--- config.mk ---
export PLATFORM = sky130hd
export DESIGN_NAME = fetch_buffer
export DESIGN_NICKNAME = d
export VERILOG_FILES = /design/src/rtl/fetch_pkg.sv /design/src/rtl/fetch_buffer_mem.sv /design/src/rtl/fetch_buffer.sv
export SDC_FILE = /design/constraint.sdc
export NUM_CORES = 1
export LEC_CHECK = 0
export ABC_CLOCK_PERIOD_IN_PS = 3800
export CORE_MARGIN = 5
export CORE_UTILIZATION = 49
export CTS_BUF_LIST = sky130_fd_sc_hd__clkbuf_8 sky130_fd_sc_hd__clkbuf_16
export DETAILED_ROUTE_END_ITERATION = 8
export PLACE_DENSITY = 0.84
export SLEW_MARGIN = 30
export SYNTH_ARGS = -nofsm -noshare
export SYNTH_HDL_FRONTEND = slang
export SYNTH_HIERARCHICAL = 1
export SYNTH_SLANG_ARGS = --single-unit
--- constraint.sdc ---
create_clock -name clk -period 3.8 [get_ports clk]
set_input_delay 0.76 -clock clk [delete_from_list [all_inputs] [get_ports clk]]
set_output_delay 0.76 -clock clk [all_outputs]
set_load 0.05 [all_outputs]
--- src/rtl/fetch_pkg.sv ---
// Shared fetch-side constants: NOP encoding, default widths, count sizing.
package fetch_pkg;

  localparam int INSTR_W_DEF = 16;
  localparam int PC_W_DEF    = 16;

  localparam logic [INSTR_W_DEF-1:0] NOP_INSTR = '0;

  function automatic int cnt_w(input int depth);
    return $clog2(depth + 1);
  endfunction

endpackage

--- src/rtl/fetch_buffer_mem.sv ---
// Entry storage for the fetch buffer.
// One write port and one asynchronous read port.
module fetch_buffer_mem #(
  parameter int DEPTH = 4,
  parameter int W     = 32,
  parameter int AW    = $clog2(DEPTH)
) (
  input  logic          clk,
  input  logic          we_i,
  input  logic [AW-1:0] waddr_i,
  input  logic [W-1:0]  wdata_i,
  input  logic [AW-1:0] raddr_i,
  output logic [W-1:0]  rdata_o
);

  logic [W-1:0] mem_q [DEPTH];

  // Contents are don't-care after reset, so the array is not reset.
  always_ff @(posedge clk) begin
    if (we_i) mem_q[waddr_i] <= wdata_i;
  end

  assign rdata_o = mem_q[raddr_i];

endmodule

--- src/rtl/fetch_buffer.sv ---
// DEPTH-entry instruction/PC FIFO between fetch and decode.
// Define FETCH_BUFFER_BYPASS_EN for a zero-latency path when empty.
module fetch_buffer
  import fetch_pkg::*;
#(
  parameter int INSTR_W = INSTR_W_DEF,
  parameter int PC_W    = PC_W_DEF,
  parameter int DEPTH   = 4
) (
  input  logic                      clk,
  input  logic                      rst,
  input  logic                      flush,
  input  logic                      in_valid,
  output logic                      in_ready,
  input  logic [INSTR_W-1:0]        in_instr,
  input  logic [PC_W-1:0]           in_pc,
  output logic                      out_valid,
  input  logic                      out_ready,
  output logic [INSTR_W-1:0]        out_instr,
  output logic [PC_W-1:0]           out_pc,
  output logic [cnt_w(DEPTH)-1:0]   count
);

  localparam int AW = $clog2(DEPTH);
  localparam int CW = cnt_w(DEPTH);
  localparam int W  = INSTR_W + PC_W;

  logic [AW-1:0] rd_ptr_q, rd_ptr_d;
  logic [AW-1:0] wr_ptr_q, wr_ptr_d;
  logic [CW-1:0] count_q, count_d;

  logic          empty;
  logic          full;
  logic          push;
  logic          byp;
  logic          wr_en;
  logic          rd_en;
  logic [W-1:0]  rdata;

  assign empty    = (count_q == '0);
  assign full     = (count_q == CW'(DEPTH));
  assign in_ready = !full;
  assign push     = in_valid & in_ready;

`ifdef FETCH_BUFFER_BYPASS_EN
  assign byp = empty & !flush & in_valid;
`else
  assign byp = 1'b0;
`endif

  // A bypassed instruction taken by decode is never stored.
  assign wr_en = push & !flush & !(byp & out_ready);
  assign rd_en = !empty & out_ready & !flush;

  fetch_buffer_mem #(
    .DEPTH (DEPTH),
    .W     (W),
    .AW    (AW)
  ) u_mem (
    .clk     (clk),
    .we_i    (wr_en),
    .waddr_i (wr_ptr_q),
    .wdata_i ({in_instr, in_pc}),
    .raddr_i (rd_ptr_q),
    .rdata_o (rdata)
  );

  always_comb begin
    out_valid = 1'b0;
    out_instr = NOP_INSTR;
    out_pc    = '0;
    unique case (1'b1)
      !empty: begin
        out_valid = 1'b1;
        out_instr = rdata[W-1:PC_W];
        out_pc    = rdata[PC_W-1:0];
      end
      byp: begin
        out_valid = 1'b1;
        out_instr = in_instr;
        out_pc    = in_pc;
      end
      default: ;
    endcase
  end

  always_comb begin
    rd_ptr_d = rd_ptr_q;
    wr_ptr_d = wr_ptr_q;
    count_d  = count_q;
    if (flush) begin
      rd_ptr_d = '0;
      wr_ptr_d = '0;
      count_d  = '0;
    end else begin
      rd_ptr_d = rd_ptr_q + AW'(rd_en);
      wr_ptr_d = wr_ptr_q + AW'(wr_en);
      count_d  = count_q + CW'(wr_en) - CW'(rd_en);
    end
  end

  always_ff @(posedge clk or posedge rst) begin
    if (rst) begin
      rd_ptr_q <= '0;
      wr_ptr_q <= '0;
      count_q  <= '0;
    end else begin
      rd_ptr_q <= rd_ptr_d;
      wr_ptr_q <= wr_ptr_d;
      count_q  <= count_d;
    end
  end

  assign count = count_q;

endmodule

==> results.ini <==
[die]
top_level_ports=74
coreArea_mm2=0.0107
area_of_the_die_mm2=0.0130
initial_core_util_pct=49.4
dieHeight_um=114
fp.dieW_um=114
row_count=38

[detailed_routing]
top_layer_used=met4
number_of_nets_with_antenna_violations_after_detailed_routing=0
met2_length_mm=4.90
vias_per_cell=5.31
wl_met3_um=495
post-route-drc-count=0
route.vias.total=2550
detail_route.wl_per_cell_um=19.8
m1WireLength_mm=3.92
totalWireLength_mm=9.49
detailedRoute.firstPassIterationCount=4
initialDrtViolationCount=95

[placement]
postPlaceCellArea_mm2=0.00618
io_buffers=73
preCtsSetupSlack_ps=744
finalWeightedCongestion=0.647
dp.final_hpwl_mm=5.91

[sta]
fin_setup_tns_ps=0
layout_setup_ws_ps=223
maxSlewViolCount=0
fin_worst_skew_ps=6.42
min_period_over_period_pct=94.1
final_hold_viol_count=0
timing.fmax_ghz=0.280
max_slew.worst_pin.slew_ps=836
finalSetupViolCount=0
period_minus_slack_ps=3580
grt_setup_unrepaired=no
timing.slew.headroom_pct=44.3

[power]
power-per-cell-area_mw_per_mm2=706
cell_leakage_power_nw=2.19
report.power.total_mw=4.76
peakVddDrop_mv=0.379

[synth]
synth.distinct_cells=21
ys_seq_area_share_pct=76.0
post_synth_edffs=128
post_synthesis_cell_count=238
syn_avg_cell_area_um2=22.2
post_synth_instance_area_mm2=0.00529
ys_ff_latch=135
synthArstFlopShare_pct=5.19
postSynthNetCount=280
ys.warnings.count=6
postSynth.topFlopCell=sky130_fd_sc_hd__edfxtp_1

[clocking]
cts-root-buf=sky130_fd_sc_hd__clkbuf_8
cts.htree.levels=4
clock_latency_ps=510
clock-sinks=135
tritoncts_clock_tree=done
post_cts.resized_instances=0
cts-buffers-inserted=17
worst_setup_hold_path_clk_slew_ps=60
postCtsSetupBuffers=0
clockBufferDepth=2
holdBufCountCts=0

[finish]
antenna_cells_inserted=0
design_area_mm2=0.00674
post_route_cells_drive_above_1_share_pct=22.6
layout-area-overhead-vs-synth_pct=27.6
final_nets=369
post-route-util_pct=63.0

[global_route]
grt.overflow.total=0
grt_use_total_pct=15.7
grt_first_pass_wirelength_mm=14.9
grt_pass1_vias=2744
antenna_violations_before_repair=0
largest_net_degree_at_the_start_of_global_routing=34

[worst_hold_path]
timing.hold.worst.class=input pin to asynchronous set/reset pin

[run_status]
status=complete, no violations

[worst_setup_path]
setup.reg_to_reg.worst_slack_ps=1410
critPathCaptureType=primary output
critPathRequiredTime_ps=3040
timing.critical_path.arrival_ps=2820
crit_type=register to primary output
start_kind=register
worstPathMaxFanout=33

[flow_run]
max_cap_viol_count=0

==> worst max-delay path, cell delays in order, from the launching register on <==
cell	delay (ps)
sky130_fd_sc_hd__dfrtp_2	900
sky130_fd_sc_hd__mux4_2	350
sky130_fd_sc_hd__nor2b_1	190
sky130_fd_sc_hd__clkdlybuf4s50_1	840
==> registers in the layout, indices dropped and copies added (netlist names) <==
| signal | flops |
|---|---|
| u_mem/mem_q | 128 |
| count | 3 |
| rd_ptr_q | 2 |
| wr_ptr_q | 2 |
==> kinds of logic (layout without fill, tap and decap cells) <==
| family | Yosys count | count (layout) | synth area share (%) |
|---|---|---|---|
| fa+ha+maj | 5 | 5 | 1.33 |
| xor+xnor | 3 | 3 | 0.758 |
| mux | 32 | 32 | 13.8 |
| simple gates | 48 | 48 | 5.82 |
| buf+inv | 15 | 117 | 2.27 |
| flops | 135 | 135 | 76.0 |
==> final timing paths <==
check,start,end,cells after the start
max in group asynchronous,rst,rd_ptr_q[0]$_DFF_PP0_,2
max,rd_ptr_q[1]$_DFF_PP0_,out_instr[3],3
min reg2reg,wr_ptr_q[1]$_DFF_PP0_,wr_ptr_q[1]$_DFF_PP0_,2
max reg2reg,count[1]$_DFF_PP0_,count[2]$_DFF_PP0_,10
min in group clk,wr_ptr_q[1]$_DFF_PP0_,wr_ptr_q[1]$_DFF_PP0_,2
min,rst,rd_ptr_q[1]$_DFF_PP0_,2
==> power breakdown <==
| group | switching [mW] | internal [mW] | total [mW] |
|---|---|---|---|
| combinational | 0.956 | 0.553 | 1.51 |
| sequential | 0.0403 | 1.70 | 1.74 |
| clock | 0.627 | 0.879 | 1.51 |
==> routing by layer <==
metal | GRT usage [%] | up-vias
met5 | 0 | -
met4 | 6.49 | 0
met3 | 5.25 | 15
met2 | 26.0 | 83
met1 | 19.2 | 1312
li1 | - | 1140
==> metrics by stage <==
stage	hold slack, ps	instances
after floorplan	559	238
after global placement	623	448
after detailed placement	650	448
after CTS	465	480
after global routing	483	480
final	478	480
==> Yosys cell counts, types with 2 or more instances <==
cell type                  count  area, um^2
sky130_fd_sc_hd__nor2b_1      35         219
sky130_fd_sc_hd__mux4_2       30         676
sky130_fd_sc_hd__edfxtp_1    128        3840
sky130_fd_sc_hd__inv_1         4        15.0
sky130_fd_sc_hd__and3b_1       3        26.3
sky130_fd_sc_hd__xnor2_1       2        17.5
sky130_fd_sc_hd__buf_12        3        60.1
sky130_fd_sc_hd__nor3b_1       2        15.0
sky130_fd_sc_hd__nor2_1        4        15.0
sky130_fd_sc_hd__dfrtp_1       7         175
sky130_fd_sc_hd__buf_2         6        30.0
sky130_fd_sc_hd__mux4_1        2        52.6
sky130_fd_sc_hd__ha_1          4        50.1
==> layout make-up <==
class | instances | area, um^2
Fill cell | 775 | 3960
Clock buffer | 17 | 414
Tap cell | 140 | 175
Clock inverter | 15 | 146
Inverter | 4 | 15.0
Sequential cell | 135 | 4020
Timing Repair Buffer | 81 | 803
Multi-Input combinational cell | 88 | 1170
==> placed cells by master, fill, tap and decap left out, types with 5 or more instances in the layout <==
master,Yosys,routed
sky130_fd_sc_hd__clkinvlp_4,0,7
sky130_fd_sc_hd__edfxtp_1,128,128
sky130_fd_sc_hd__clkbuf_16,0,16
sky130_fd_sc_hd__buf_4,0,7
sky130_fd_sc_hd__mux4_2,30,30
sky130_fd_sc_hd__dfrtp_1,7,5
sky130_fd_sc_hd__clkdlybuf4s50_1,0,73
sky130_fd_sc_hd__nor2b_1,35,35
No activity file was read; power rests on OpenSTA's default activity.
==> patch (same flow settings) <==
Build with the macro `FETCH_BUFFER_BYPASS_EN` defined.
--- a/src/rtl/fetch_buffer.sv
+++ b/src/rtl/fetch_buffer.sv
@@ -1,5 +1,7 @@
 // DEPTH-entry instruction/PC FIFO between fetch and decode.
 // Define FETCH_BUFFER_BYPASS_EN for a zero-latency path when empty.
+`define FETCH_BUFFER_BYPASS_EN
+
 module fetch_buffer
   import fetch_pkg::*;
 #(
Behaviour: not the same (Yosys sat finds a counterexample within 4 cycles, from zero or initial values and one cycle with rst high).
==> patch against the original RTL <==
Worst hold slack gained 130 ps; fmax grew 15%; first-iteration DRC count grew to 2.5 times the old value; clock skew shrank 1.1 ps; power grew 22%; die area grew 8.4%; cell area grew 12%; register-to-register slack lost 80 ps; area after synthesis grew 9.3%; routed wire length grew 31%; sequential cell count is the same; setup slack gained 470 ps; highest routed layer unchanged.
==> patch: results (changes against the original RTL) <==
stage	metric	value	unit	change
status	status	completed		
critical_path	max_stage_delay	590	ps	-310 ps
route	drtIter0Drc	242		+150%
global_route	grt_util_all_layers	18.47	%	+2.7 points
yosys	synth_nets	331		+18%
power_and_ir_drop	leakagePower	2.549	nW	+16%
global_route	grt_pass1_vias	3563		+30%
route	firstDrtPassIters	5		+1
route	wl	12410	microns	+31%
yosys	yosysUniqueCellTypes	25		+19%
layout	drive_above_1_share	29.77	%	+7.1 points
clocking	clk_latency	410	ps	-100 ps
layout	stdcell_count	526		+9.6%
clocking	cts_root_buffer	clkbuf_16		
yosys	ys_seq_area_share	69.58	%	-6.5 points
critical_path	startpoint	rd_ptr_q[0]$_DFF_PP0_		
global_route	grt_start_max_net_pins	37		+8.8%
clocking	htree_levels	4		unchanged
yosys	synthCells	289		+21%
critical_path	crit_family	multiplexers		
global_route	grt_pass1_wl	19820	microns	+33%
yosys	async_flop_share	5.185	%	unchanged
placement	gp_congestion	0.7161		+11%
yosys	synth-edff-count	128		unchanged
placement	dpl.hpwl	7325	microns	+24%
critical_path	crit_path_end	out_pc[0]		
placement	place_inst	494		+10%
timing	fin_skew	5.289	ps	-1.130 ps
critical_path	arrival	2340	ps	-480 ps
placement	place_ws	703.7	ps	-39.93 ps
timing	clock.fmax	322.1	MHz	+15%
critical_path	ff2ff_setup_slack	1330	ps	-80 ps
timing	worstMarginPinSlew	513.4	ps	-322.6 ps
critical_path	worst-path-max-fanout	10		-70%
yosys	synthTopCellsByArea	edfxtp_1 (67%), mux4_2 (12%), o31a_1 (5.0%)		
critical_path	r2r_cells	9		-1
yosys	netlist_top_cells_count	edfxtp_1 (128), o31a_1 (33), a31o_1 (32), mux4_2 (30), buf_2 (15)		
route	via_count	3239		+27%
patch: cell types whose count changed after synthesis, sizes merged, moves of 2 or more:
cell / unedited run / this run
a31o: 0 / 32
nor2: 4 / 6
buf: 10 / 26
nor2b: 35 / 4
o31a: 0 / 33
patch: cells by family after synthesis:
family,synth area share [%]
xor+xnor,0.6933
simple gates,1.950
mux,12.61
compound gates,9.987
buf+inv,3.964
fa+ha+maj,1.213
flops,69.58
patch: power breakdown:
group          switching [mW]  total (mW)  internal [mW]
clock                   0.563        1.56          0.998
combinational            1.34        2.47           1.14
sequential             0.0616        1.76           1.70
total                    1.96        5.80           3.84
patch: final cells by class:
| cell class | count | area, sq um |
|---|---|---|
| well taps | 143 | 178.9 |
| multi-input cells | 124 | 1550 |
| clock buffers | 21 | 503.0 |
| fillers | 726 | 3889 |
| inverters | 3 | 11.26 |
| clock inverters | 11 | 82.58 |
| flip-flops and latches | 135 | 4021 |
| repair buffers | 89 | 1231 |
patch: through the flow:
step | cell area, sq um | total power [mW]
6_report | 7579 | 5.797
5_1_grt | 7579 | 6.008
4_1_cts | 7579 | 5.847
3_5_place_dp | 6993 | 4.268
3_3_place_gp | 6993 | 4.240
2_1_floorplan | 5781 | 3.231
patch: layer usage:
metal,track usage [%],wire length [microns],vias up
met3,6.017,725,20
met5,0,0,-
met2,30.14,6334,118
met1,23.71,5128,1714
met4,5.670,221,0
li1,-,-,1387
patch: worst min path at each step:
stage                                startpoint               endpoint  slack, ps  cells after the start
final                                       rst     count[2]$_DFF_PP0_        600                      2
after detailed placement  wr_ptr_q[1]$_DFF_PP0_  wr_ptr_q[1]$_DFF_PP0_        640                      2
after global routing                        rst     count[2]$_DFF_PP0_        610                      2
after global placement    wr_ptr_q[1]$_DFF_PP0_  wr_ptr_q[1]$_DFF_PP0_        630                      2
after CTS                                   rst     count[2]$_DFF_PP0_        600                      2
after floorplan                             rst     count[0]$_DFF_PP0_        560                      1
patch: worst register-to-register path, cell delays in order, from the launching register on:
cell and delay [ps]:
dfrtp_2 690, nor3_4 150, nor3b_1 360, ha_1 300, inv_1 50, ha_1 120, inv_1 50, fa_1 370
xnor3_1 210, nor2_1 40
